### config.mk
export PLATFORM = sky130hd
export DESIGN_NAME = psc_trigger_tx_mc
export DESIGN_NICKNAME = d
export VERILOG_FILES = /design/src/rtl/psc_trigger_tx_mc.sv
export SDC_FILE = /design/constraint.sdc
export NUM_CORES = 1
export LEC_CHECK = 0
export ABC_CLOCK_PERIOD_IN_PS = 6480
export CAP_MARGIN = 10
export CORE_MARGIN = 5
export CORE_UTILIZATION = 50
export CTS_CLUSTER_DIAMETER = 50
export DETAILED_ROUTE_END_ITERATION = 7
export DONT_BUFFER_PORTS = 1
export PLACE_DENSITY = 0.7
export SLEW_MARGIN = 20
export SYNTH_ARGS = -nofsm -noshare
export SYNTH_HDL_FRONTEND = slang
export SYNTH_SLANG_ARGS = --single-unit
### constraint.sdc
create_clock -name clk -period 6.48 [get_ports clk]
set_input_delay 0.648 -clock clk [delete_from_list [all_inputs] [get_ports clk]]
set_output_delay 0.648 -clock clk [all_outputs]
set_load 0.005 [all_outputs]
### src/rtl/psc_trigger_tx_mc.sv
// psc_trigger_tx_mc: round-robin multi-channel PSC trigger packet serializer with lost-trigger flags
// Byte 8 carries CRC-8 (poly 0x07) over bytes 1..7 when PSC_TX_CRC_EN is defined, else 8'h00.
module psc_trigger_tx_mc #(
  parameter int NUM_CH = 4,
  parameter int CLK_DIV = 50,
  parameter logic [7:0] SOP = 8'h3C,
  parameter logic [7:0] EOP = 8'hBC,
  parameter logic [7:0] TRIG_ADDR = 8'h70,
  parameter logic [7:0] IDLE_ADDR = 8'h40
) (
  input  logic              clk,
  input  logic              reset,
  input  logic [NUM_CH-1:0] evr_trigger,
  output logic              psc_output,
  output logic              pkt_start,
  output logic              pkt_trig,
  output logic [3:0]        pkt_chan,
  output logic [NUM_CH-1:0] trig_lost
);
  typedef enum logic {ST_IDLE = 1'b0, ST_TRIG = 1'b1} state_t;
  localparam int DW = $clog2(CLK_DIV);
  state_t state, state_nxt;
  logic [NUM_CH-1:0] sync1, sync2, sync3, trig_edge, pending, lost, clr;
  logic [DW-1:0] div_cnt;
  logic tick, active, sel, pkt_end, any_pend, hi_hit;
  logic [3:0] byte_idx, bit_idx, last_ch, sel_ch, lo_ch, hi_ch;
  logic [31:0] seq, data;
  logic [7:0] status, addr0, crc, cur_byte;
  logic [9:0] sym;

  assign trig_edge = sync2 & ~sync3;
  assign any_pend = |pending;
  assign tick = div_cnt == DW'(CLK_DIV - 1);
  assign pkt_end = bit_idx == 4'd9 && byte_idx == 4'd9;
  // before the first packet the line idles, so the first tick is a selection point too
  assign sel = tick && (!active || pkt_end);
  assign pkt_trig = state == ST_TRIG;
  assign trig_lost = lost;

  always_ff @(posedge clk) begin
    if (!reset) begin
      sync1 <= '0;
      sync2 <= '0;
      sync3 <= '0;
      pending <= '0;
      lost <= '0;
    end else begin
      sync1 <= evr_trigger;
      sync2 <= sync1;
      sync3 <= sync2;
      pending <= trig_edge | (pending & ~clr);
      lost <= ~clr & (lost | (trig_edge & pending));
    end
  end

  // search channels above the last served one first, then wrap from channel 0
  always_comb begin
    lo_ch = '0;
    hi_ch = '0;
    hi_hit = 1'b0;
    clr = '0;
    for (int n = NUM_CH - 1; n >= 0; n--) begin
      if (pending[n] && 4'(n) > last_ch) begin
        hi_ch = 4'(n);
        hi_hit = 1'b1;
      end
      if (pending[n] && 4'(n) <= last_ch) lo_ch = 4'(n);
    end
    sel_ch = hi_hit ? hi_ch : lo_ch;
    for (int n = 0; n < NUM_CH; n++) clr[n] = sel && any_pend && sel_ch == 4'(n);
    state_nxt = sel ? (any_pend ? ST_TRIG : ST_IDLE) : state;
  end

  always_ff @(posedge clk) state <= !reset ? ST_IDLE : state_nxt;

  always_ff @(posedge clk) begin
    if (!reset) begin
      div_cnt <= '0;
      active <= 1'b0;
      byte_idx <= '0;
      bit_idx <= '0;
    end else begin
      div_cnt <= tick ? '0 : div_cnt + DW'(1);
      if (sel) begin
        active <= 1'b1;
        byte_idx <= '0;
        bit_idx <= '0;
      end else if (tick) begin
        bit_idx <= bit_idx == 4'd9 ? 4'd0 : bit_idx + 4'd1;
        if (bit_idx == 4'd9) byte_idx <= byte_idx + 4'd1;
      end
    end
  end

  always_ff @(posedge clk) begin
    if (!reset) begin
      pkt_start <= 1'b0;
      pkt_chan <= '0;
      last_ch <= 4'(NUM_CH - 1);
      seq <= '0;
      status <= '0;
      addr0 <= '0;
      data <= '0;
    end else begin
      pkt_start <= sel;
      if (sel) begin
        status <= any_pend ? {|(lost & clr), 3'b000, sel_ch} : 8'h00;
        addr0 <= any_pend ? TRIG_ADDR + {4'h0, sel_ch} : IDLE_ADDR;
        data <= any_pend ? seq : '0;
      end
      if (sel && any_pend) begin
        seq <= seq + 32'd1;
        last_ch <= sel_ch;
        pkt_chan <= sel_ch;
      end
    end
  end

`ifdef PSC_TX_CRC_EN
  function automatic logic [7:0] crc8(input logic [7:0] c, input logic [7:0] d);
    logic [7:0] r;
    r = c ^ d;
    for (int i = 0; i < 8; i++) r = r[7] ? {r[6:0], 1'b0} ^ 8'h07 : {r[6:0], 1'b0};
    return r;
  endfunction

  // folds each of bytes 1..7 in as its stop bit ends, ready before byte 8 starts
  always_ff @(posedge clk) begin
    if (!reset || sel) crc <= '0;
    else if (tick && bit_idx == 4'd9 && byte_idx >= 4'd1 && byte_idx <= 4'd7) crc <= crc8(crc, cur_byte);
  end
`else
  assign crc = 8'h00;
`endif

  always_comb begin
    case (byte_idx)
      4'd0: cur_byte = SOP;
      4'd1: cur_byte = status;
      4'd2: cur_byte = addr0;
      4'd4: cur_byte = data[31:24];
      4'd5: cur_byte = data[23:16];
      4'd6: cur_byte = data[15:8];
      4'd7: cur_byte = data[7:0];
      4'd8: cur_byte = crc;
      4'd9: cur_byte = EOP;
      default: cur_byte = 8'h00;
    endcase
  end

  assign sym = {1'b1, cur_byte, 1'b0};
  assign psc_output = !active || sym[bit_idx];
endmodule
; Word level (Yosys, flattened, before mapping)
; Index checks and enable logic that the tools add are counted.
[word_totals]
word_cells = 99
in_bits = 6
reg_bits = 125
ramBits = 0
rom_bits = 0
output_inout_bits = 11
latchBits = 0
memories = 0
[op_classes]
n_eq_ne = 12
muxes = 21
n_bitwise = 10
n_mul = 0
div_mod_pow = 0
magnitude_cmp = 9
n_addsub = 5
n_shift = 0
reduce_logical = 25
[op_table]
columns = op, count
row1 = $pmux W8 S8, 1
row2 = $add A32 B1 Y32 const B, 1
row3 = $mux W32, 1
row4 = $mux W4, 8
row5 = $and A4 B4 Y4, 5
row6 = $eq A4 B3 Y1 const B, 4
row7 = $mux W8, 2
row8 = $logic_and A1 B1 Y1, 15
row9 = $eq A4 B2 Y1 const B, 3
row10 = $add A4 B1 Y4 const B, 2
row11 = $add A7 B4 Y8 const A, 1
row12 = $eq A4 B1 Y1 const B, 2
row13 = $eq A4 B4 Y1 const B, 2
row14 = $gt A1 B4 Y1 const A, 2
row15 = $gt A2 B4 Y1 const A, 2
row16 = $le A1 B4 Y1 const A, 2
row17 = $le A2 B4 Y1 const A, 2
row18 = $logic_not A4 Y1, 2
row19 = $not A4 Y4, 2
row20 = $or A4 B4 Y4, 2
row21 = $reduce_or A4 Y1, 2
row22 = $add A6 B1 Y6 const B, 1
row23 = $eq A6 B6 Y1 const B, 1
row24 = $mux W1, 6
row25 = 8 further kinds, 11

; Depth between registers and ports, before layout
; Gate-level depths: netlist of the first run.
[logic_depth]
word_depth = 12
depth_mapped = 8
mapped_depth_nobuf = 7

; Least setup slack after synthesis of the first run
; No wires, ideal clock.
[synth_timing]
path_kind = register to output
from = register byte_idx[1]
to = output port psc_output
setup_slack_ns = 3.932
t_required_ns = 5.832
t_arrival_ns = 1.900
path_buffers = 1
stages_incl_launch_ff = 9
path_cell_list = dfxtp_1 > inv_1 > ha_1 > clkbuf_1 > a222oi_1 > nand3_1 > a211oi_1 > o22ai_1 > or3_1
[synth_between]
elab_chain_cells = 5
word_cells_on_any_way = 12
classes_between = eq/ne (7) / mux (3) / reduce/logical (2)
[synth_lines]
columns = element, line
row1 = from (decl), 26  ; logic [3:0] byte_idx, bit_idx, last_ch, sel_ch, lo_ch, hi_ch;
row2 = from (signal assigned), 90  ; if (bit_idx == 4'd9) byte_idx <= byte_idx + 4'd1;
row3 = "$eq A4 B4 Y1, or another cell as far along", 137  ; case (byte_idx)
row4 = $pmux W8 S8 (*), 137
row5 = $bmux W1 S4 (*), 152  ; assign psc_output = !active || sym[bit_idx];
row6 = $mux W1 (not written as such) (*), 152
row7 = $logic_or A1 B1 Y1 (*), 152
row8 = to (decl), 14  ; output logic psc_output,
; Every way passes the cells marked *; elsewhere a longest branch is shown, timed or not. The select of a mux whose other input is x is not followed.

; Worst setup path after layout of the first run
[layout_timing]
from = register byte_idx[0]
to = output port psc_output
; Same word-level chain as after synthesis.

==> results of run 1 <==
-- worst max-delay path, delay by kind of cell (launching register included) --
kind	cells	cell delay, ns
AO/OA/AOI/OAI	4	0.84
flip-flops	1	0.40
AND/OR/NAND/NOR	1	0.40
adder cells (fa/ha/maj)	1	0.36
buffers and inverters	1	0.11
-- metrics by stage --
step | area [µm²] | hold WS [ns] | setup WS, ns | utilization, %
final | 4930 | 0.348 | 3.35 | 53.6
after global routing | 4930 | 0.323 | 3.14 | 53.6
after CTS | 4930 | 0.328 | 3.36 | 53.6
after detailed placement | 4710 | 0.418 | 3.79 | 51.3
after global placement | 4710 | 0.416 | 3.86 | 51.3
after floorplan | 4680 | 0.412 | 3.93 | -
-- metal layers --
layer	GRT usage, %	part of all wire [%]	vias up
met1	25.2	45	1853
met2	31.8	48	102
met4	6.12	1.5	0
li1	-	-	1840
met5	0	0	-
met3	4.27	5.4	13
-- area by class of cell --
cell class | count | area (µm²) | area share, %
clock inverters | 7 | 88.8 | 1.80
clock buffers | 9 | 124 | 2.51
flip-flops and latches | 108 | 2160 | 43.9
inverters | 10 | 37.5 | 0.762
repair buffers | 4 | 30.0 | 0.610
well taps | 111 | 139 | 2.82
multi-input cells | 365 | 2340 | 47.6
-- registers in the layout, summed over array words and instances (netlist names) --
name,count
pending,4
addr0,2
bit_idx,4
seq,32
sync3,4
sync2,4
data,32
pkt_start,1
byte_idx,4
trig_lost,4
status,3
sync1,4
div_cnt,6
pkt_chan,2
last_ch,2
-- power by group through the flow --
stage / clock network (µW) / logic (µW) / registers (µW)
global placement: 0 / 31.0 / 689
CTS: 448 / 31.8 / 674
detailed placement: 0 / 31.7 / 689
finish: 437 / 32.0 / 674
global route: 471 / 35.9 / 675
floorplan: 0 / 27.6 / 688
-- worst paths after layout --
path | to | cells after the start | startpoint | slack (ns)
worst max register to register | seq[22] | 7 | byte_idx[1] | 3.74
worst min-delay path | last_ch[0] | 1 | reset | 0.35
worst min register to register | sync2[0] | 1 | sync1[0] | 0.45
worst max-delay path | psc_output | 7 | byte_idx[0] | 3.35
-- kinds of logic (layout without fill, tap and decap cells) --
family	after synthesis	after routing	synth area share, %
multiplexers	5	5	1.07
AO/OA/AOI/OAI	131	131	20.0
adder cells (fa/ha/maj)	7	7	1.87
AND/OR/NAND/NOR	197	197	22.7
buffers and inverters	43	30	3.75
other	1	2	0.0802
XOR/XNOR	23	23	4.31
flip-flops	108	108	46.3
-- layout by cell type (no fill, tap or decap), drive strengths merged, types with 9 or more instances in the layout --
cell      n
dfxtp   108
a22o     31
or4      11
nand2    32
nand3    23
clkbuf    9
o21ai    20
nand4    12
and2     18
inv      15
a21oi    32
o31ai    12
nor2     48
xnor2    16
==> impl_results.md, run 1 <==
* Status: completed
* Drt pass-1 iters at 8
* Comb pwr share at 2.8%
* Tcrit/Tclk final at 48.3%
* Diodes inserted at 0
* Post-CTS Resized at 0
* Critical path arrival at 2.48 ns
* Sequential power share at 59.0%
* H-tree Lvls at 3
* Clock sink count at 108
* Post-layout min period at 3.13 ns
* CP Max Fanout at 13
* Chip Width at 107 µm
* Crit path largest cell delay at 0.47 ns
* Worst vdd ir at 136 µV
* Post-Syn Area at 4670 µm²
* Worst-path clk slew at 0.11 ns
* Die Y at 107 µm
* Final nets at 511
* Placed insts at 598
* Hpwl dp at 7370 µm
* Antenna viol nets, final at 0
* Critical Path End Type: output pin
* Final-layout fill cell count at 860
* Postcts setup bufs at 0
* DR DRC count at 0
* Vias at 3808
* Gpl congestion at 0.934
* TritonCTS clock tree: yes
* Rel. slew slack at 42.1%
* Critical-path top delay cell: a2111oi_0
* Worst path cell trace: inv_1, ha_1, a2111oi_0, a211oi_1, o311ai_0, o21ai_0, or3_1
* Congestion Overflow GR at 0
* Area growth syn-to-layout at 5.41%
* Leading area contributor after synthesis: dfxtp_1
* Req. time, crit path at 5.83 ns
* Setup tns final at 0 ns
* Slew @ Worst Pin at 0.860 ns
* Core ar. at 9200 µm²
* Clock Latency Late Sink at 0.37 ns
* # rows at 35
* CP Launch Type: flip-flop
* Hold Buf Count CTS at 0
* Share of layout cells above drive strength 1 at 5.57%
* Largest net degree at the start of global routing at 42
* Clock skew at 0.0123 ns
* Ys flop type: dfxtp_1
* Initial antenna violation count at 0
* Hold Crit Class: in -> reg
* Register area share after synthesis at 46.3%
* Synth top cells by count: 108 x dfxtp_1, 48 x nor2_1, 32 x a21oi_1, 31 x a22o_1, 31 x nand2_1
* Pwr dens at 232 nW/µm²
* Initial Util at 50.8%
* Lkg Pwr at 0.00167 µW
* DRT iter0 DRCs at 247
* Final Power at 1140 µW
* RSZ-0062 raised after global routing: false
* Cells after synthesis at 515
* Num CTS Buffers at 9
* Final-report hold violation count at 0
* Final setup viols at 0
* Max Transition Viols Final at 0
* Net Switching at 273 µW
* EDFF count, synth at 0
* Ys async rst share at 0%
* Deepest clock path buffer count at 2
* Yosys reg bits at 108
* Critical path type: reg -> out
* Int Pwr at 870 µW
* Mapped Avg Cell Area at 9.07 µm²
* Synth warn at 0
* FMAX at 320 MHz
* Post-Layout Cell Count at 614
* WL/cell at 17.1 µm
* Netlist cell types at 57
* MaxCap Viol Count at 0
* Die area at 11400 µm²
* GRT Util Overall at 19.3%
* First-pass GRT wire length at 18000 µm
* Sw Ratio at 23.9%
* Clock root buffer: clkbuf_8
* Via/cell ratio at 6.20
* Total Wirelength at 10500 µm
* Vias in the first global route at 3557
* Top cell type's share of synthesized area at 46.3%
* Port Buffers at 0
* Clock network fraction of design power at 38.2%
* I/O pin count at 17
* Top post-synthesis cells by area: dfxtp_1 46%, a22o_1 5.8%, nor2_1 3.9%, a21oi_1 3.4%, xnor2_1 3.0%
* Most common cell in the synthesized netlist: dfxtp_1
(Power assumes the default switching activity.)
==> inputs of run 2 (changes only) <==
--- a/config.mk
+++ b/config.mk
@@ -5,7 +5,7 @@
 export SDC_FILE = /design/constraint.sdc
 export NUM_CORES = 1
 export LEC_CHECK = 0
-export ABC_CLOCK_PERIOD_IN_PS = 6480
+export ABC_CLOCK_PERIOD_IN_PS = 2900
 export CAP_MARGIN = 10
 export CORE_MARGIN = 5
 export CORE_UTILIZATION = 50
==> constraint.sdc (replaced) <==
create_clock -name clk -period 2.9 [get_ports clk]
set_input_delay 0.29 -clock clk [delete_from_list [all_inputs] [get_ports clk]]
set_output_delay 0.29 -clock clk [all_outputs]
set_load 0.005 [all_outputs]
==> run 2 against run 1 <==
First-iteration DRC count is 0.40% higher. Final area is 0.30% higher. Count of clock-buffer cells in the layout stayed put. Worst hold slack worse by 0.32 ns. Sequential share of layout area is 0.13 points lower. Critical path depth stayed put. Clock power is 100% higher. Global-route usage is 0.29 points higher. Die area stayed put. Non-clock buffer count is 4 higher. Register-to-register slack worse by 3.3 ns. Via count is 0.71% higher.
==> impl_results.md, run 2 (same netlist as run 1, synthesis figures left out) <==
* Final Power at 2460 µW
* Worst path cell trace: inv_1, ha_2, a222oi_1, nor2_1, a211oi_1, nor4_1, or3_1
* Antenna viol nets, final at 0
* Tcrit/Tclk final at 94.4%
* Initial Util at 50.8%
* # rows at 35
* Critical-path top delay cell: dfxtp_1
* Critical Path End Type: output pin
* CP Max Fanout at 13
* Die area at 11400 µm²
* Chip Width at 107 µm
* Crit path largest cell delay at 0.42 ns
* DRT iter0 DRCs at 248
* Critical path type: reg -> out
* Largest net degree at the start of global routing at 34
* Worst-path clk slew at 0.11 ns
* Max Transition Viols Final at 0
* Final instance area at 4940 µm²
* Final nets at 515
* Clock sink count at 108
* I/O pin count at 17
* Die Y at 107 µm
* Clock skew at 0.00853 ns
* Pwr dens at 497 nW/µm²
* GR peak layer: met2
* Flop2flop setup slack at 0.43 ns
* WL/cell at 17.4 µm
* GRT Util Overall at 19.6%
* Req. time, crit path at 2.61 ns
* Hold_ws at 0.0298 ns
* Worst r2r src: div_cnt[5]
* CP Launch Type: flip-flop
* Setup crit start: byte_idx[1]
* Area growth syn-to-layout at 5.73%
* Clock Latency Late Sink at 0.38 ns
* Via/cell ratio at 6.21
* Gpl congestion at 0.871
* Hpwl dp at 7370 µm
* Status: completed
* Initial antenna violation count at 0
* Area of the multi-input gates at 2360 µm²
* Critical path arrival at 2.45 ns
* Congestion Overflow GR at 0
* Grt met1 use at 25.3%
* Crit. path cell count at 7
* Rel. slew slack at 49.6%
* Slew @ Worst Pin at 0.748 ns
* Post-layout min period at 2.74 ns
* Final-layout fill cell count at 863
* H-tree Lvls at 3
* Core ar. at 9200 µm²
* Post-Layout Cell Count at 618
* TritonCTS clock tree: yes
* Drt pass-1 iters at 5
* Share of layout cells above drive strength 1 at 6.90%
* Clock root buffer: clkbuf_8
* WP buf/inv at 1
* Met3 usage at 4.27%
* Total Wirelength at 10700 µm
* Worst Setup EP: psc_output
* Vias in the first global route at 3574
* Final Core Density at 53.7%
* Postcts setup bufs at 0
* Vias at 3835
* Most frequent cells in the layout: 108 x dfxtp_1, 46 x nor2_1, 32 x a21oi_1
* MaxCap Viol Count at 0
* Hold Crit Class: in -> reg
* DR DRC count at 0
* GRT met2 Usage at 32.8%
* Num CTS Buffers at 9
* Diodes inserted at 0
* FMAX at 365 MHz
* Port Buffers at 0
* Worst reg-to-reg path cell count at 5
* HP Start: reset
* Deepest clock path buffer count at 2
* Largest regs: data: 32 flops, seq: 32 flops, div_cnt: 6 flops
* Placed insts at 601
* Commonest non-fill, non-tap cell in the layout: dfxtp_1
* FF+latch area at 2160 µm²
* CP top delay family: compound AO/OA/AOI/OAI gates
* R2r endpoint: seq[28]
* Final-report hold violation count at 0
* Cell area after placement at 4740 µm²
* Worst vdd ir at 314 µV
* First-pass GRT wire length at 18000 µm
* Final setup viols at 0
* Lkg Pwr at 0.00167 µW
## run 2: layer usage
| metal | up-vias | wire length (µm) |
|---|---|---|
| met3 | 22 | 565 |
| met5 | - | 0 |
| met1 | 1836 | 4850 |
| li1 | 1866 | - |
| met4 | 0 | 180 |
| met2 | 111 | 5130 |
## run 2: area by class of cell
type                       count  share of cell area (%)
multi-input combinational    365                    47.7
sequential                   108                    43.8
tap                          111                    2.81
timing repair buffer           8                    1.27
inverter                      10                   0.760
clock inverter                 7                    1.16
clock buffer                   9                    2.51
## run 2: stage by stage
stage                     worst slack (ns)  TNS (ns)
after global placement               0.466         0
after floorplan                      0.710         0
after detailed placement             0.375         0
after CTS                            0.103         0
final                                0.163         0
after global routing              -0.00579  -0.00579
## run 2: worst register-to-register path, delay by kind of cell (launching register included)
family	cells	cell delay, ns
compound gates	1	0.16
flops	1	0.36
simple gates	4	1.88
## run 2: what timing repair did
action                                  CTS  global route
endpoints found under the setup margin    0             1
hold buffers                              1             0
gates resized for setup                   0             5
hold endpoints to repair                  2             0
## run 2: worst min-delay path by stage
stage | end | slack [ns] | cells past startpoint
floorplan | sync2[0] | 0.41 | 1
global placement | last_ch[1] | 0.37 | 1
detailed placement | last_ch[1] | 0.38 | 1
CTS | sync1[0] | 0.01 | 1
global route | pending[0] | 0.008 | 1
finish | sync1[0] | 0.03 | 1
## run 2: report_power, final
group / leakage, µW / internal (µW) / switching (µW) / total (µW)
logic: 0.000705 / 25.5 / 47.5 / 73.0
registers: 0.000873 / 1500 / 10.4 / 1510
clock network: 0.0000886 / 326 / 550 / 876
==> inputs of run 3 (changes only) <==
--- a/config.mk
+++ b/config.mk
@@ -5,6 +5,7 @@
 export SDC_FILE = /design/constraint.sdc
 export NUM_CORES = 1
 export LEC_CHECK = 0
+export ABC_AREA = 1
 export ABC_CLOCK_PERIOD_IN_PS = 2900
 export CAP_MARGIN = 10
 export CORE_MARGIN = 5
==> run 3 against run 2 <==
Critical path depth rose by 7. Sequential power barely moved. Flip-flop and latch count did not move. Critical endpoint unchanged.
==> impl_results.md, run 3 <==
* Clock Latency Late Sink at 0.39 ns
* Chip Width at 111 µm
* Netlist cell types at 34
* Worst r2r src: byte_idx[1]
* Tcrit/Tclk final at 85.6%
* Area growth syn-to-layout at 6.71%
* Critical path type: reg -> out
* Yosys reg bits at 108
* Final nets at 762
* Worst vdd ir at 296 µV
* Critical Path End Type: output pin
* Worst-path clk slew at 0.10 ns
* Largest regs: data: 32 flops, seq: 32 flops, div_cnt: 6 flops
* Final Power at 2430 µW
* Synth top cells by count: 225 x nand2_1, 108 x dfxtp_1, 95 x inv_1, 65 x nor2_1, 40 x a21oi_1
* First-pass GRT wire length at 21400 µm
* Die Y at 111 µm
* Most frequent cells in the layout: 225 x nand2_1, 108 x dfxtp_1, 95 x inv_1
* Core ar. at 10100 µm²
* RSZ-0062 raised after global routing: false
* Initial antenna violation count at 0
* Cells after synthesis at 747
* Deepest clock path buffer count at 2
* Share of layout cells above drive strength 1 at 4.12%
* Mapped Avg Cell Area at 6.84 µm²
* Hold EP: sync2[3]
* Port Buffers at 0
* Clock skew at 0.0104 ns
* Setup tns final at 0 ns
* Diodes inserted at 0
* Clock root buffer: clkbuf_8
* Total Wirelength at 12700 µm
* EDFF count, synth at 0
* Top post-synthesis cells by area: dfxtp_1 42%, nand2_1 17%, inv_1 7.0%, nor2_1 4.8%, a21oi_1 3.9%
* FMAX at 403 MHz
* Req. time, crit path at 2.61 ns
* WL/cell at 14.3 µm
* Num CTS Buffers at 9
* R2r endpoint: bit_idx[1]
* GRT Util Overall at 21.1%
* Commonest non-fill, non-tap cell in the layout: nand2_1
* CP Launch Type: flip-flop
* Cell area after placement at 5210 µm²
* Worst reg-to-reg path cell count at 11
* # rows at 37
* Post-layout min period at 2.48 ns
* H-tree Lvls at 3
* Final setup viols at 0
* Leading area contributor after synthesis: dfxtp_1
* Final-report hold violation count at 0
* Via/cell ratio at 5.24
* Hold Crit Class: in -> reg
* Vias in the first global route at 4440
* HP Start: reset
* Register area share after synthesis at 42.3%
* DR DRC count at 0
* Flop2flop setup slack at 0.65 ns
* Status: completed
* Rel. slew slack at 38.7%
* I/O pin count at 17
* Hpwl dp at 9350 µm
* Ys flop type: dfxtp_1
* Largest net degree at the start of global routing at 44
* Final instance area at 5460 µm²
* Pwr dens at 445 nW/µm²
* Setup crit start: byte_idx[1]
* Congestion Overflow GR at 0
* Antenna viol nets, final at 0
* MaxCap Viol Count at 0
* CP Max Fanout at 8
* TritonCTS clock tree: yes
* Critical path arrival at 2.19 ns
* Hold_ws at 0.0147 ns
* Post-Syn Area at 5110 µm²
* Gpl congestion at 0.941
* Initial Util at 50.4%
* Most common cell in the synthesized netlist: nand2_1
* Lkg Pwr at 0.00205 µW
* DRT iter0 DRCs at 311
* Max Transition Viols Final at 0
* Clock sink count at 108
* Slew @ Worst Pin at 0.913 ns
* Synth warn at 0
* Top cell type's share of synthesized area at 42.3%
* Vias at 4656
* Drt pass-1 iters at 6
* Hold Path Depth at 2
* Die area at 12300 µm²
* Ys async rst share at 0%
* Final Core Density at 53.8%
[run 3: changes by cell type after synthesis, moves of 17 or more]
cell	before	now
nand2_1	31	225
inv_1	10	95
a22o_1	31	2
nor3_1	7	33
nor2_1	48	65
[run 3: worst max path at each step]
stage / cells after the start / slack, ns / endpoint
global placement: 11 / 0.72 / bit_idx[1]
finish: 14 / 0.42 / psc_output
CTS: 14 / 0.41 / psc_output
global route: 14 / 0.07 / psc_output
detailed placement: 11 / 0.66 / bit_idx[1]
floorplan: 14 / 1.11 / psc_output
[run 3: stage by stage]
| step | cells | setup WS, ns |
|---|---|---|
| after floorplan | 748 | 1.11 |
| after global placement | 867 | 0.720 |
| after detailed placement | 867 | 0.663 |
| after CTS | 888 | 0.408 |
| after global routing | 889 | 0.0665 |
| final | 889 | 0.419 |
[run 3: cell families after synthesis]
family / Yosys count / synth area share (%)
compound gates: 105 / 11.4
other cells: 1 / 0.0734
flops: 108 / 42.3
simple gates: 389 / 32.3
fa+ha+maj: 7 / 1.71
xor+xnor: 16 / 2.74
buf+inv: 121 / 9.52
[run 3: area by class of cell]
type                       instances  area [µm²]
sequential                       108        2160
inverter                          99         372
fill                            1000        4680
clock buffer                      11         141
multi-input combinational        519        2470
timing repair buffer              12         108
tap                              136         170
clock inverter                     4        35.0
[run 3: critical path: stages (launching register included)]
cell	delay, ns
dfxtp_1	0.36
inv_1	0.09
ha_1	0.24
inv_1	0.08
nor2_1	0.38
nand2_1	0.10
nand2_1	0.09
inv_1	0.04
nand3b_1	0.07
nand2_1	0.05
nand2_1	0.05
nand2_1	0.04
nand2_1	0.06
nand3_1	0.06
nand2_1	0.10
[run 3: metal layers]
layer	vias up	share of wire, %	wire, µm	global-route usage (%)
met5	-	0	0	0
met4	0	2.4	299	8.11
met3	25	4.7	596	3.71
met2	101	45	5750	33.3
met1	2140	48	6050	28.9
li1	2390	-	-	-
[run 3: repair_timing]
| action | 4_1_cts | 5_1_grt |
|---|---|---|
| endpoints found under the hold margin | 5 | 1 |
| resized for setup | 0 | 0 |
| hold buffers | 6 | 1 |
| buffers inserted | 0 | 0 |
[run 3: report_power, final]
part,internal [µW],switching [µW]
Combinational,25.0,46.9
Clock,339,508
Sequential,1500,11.9
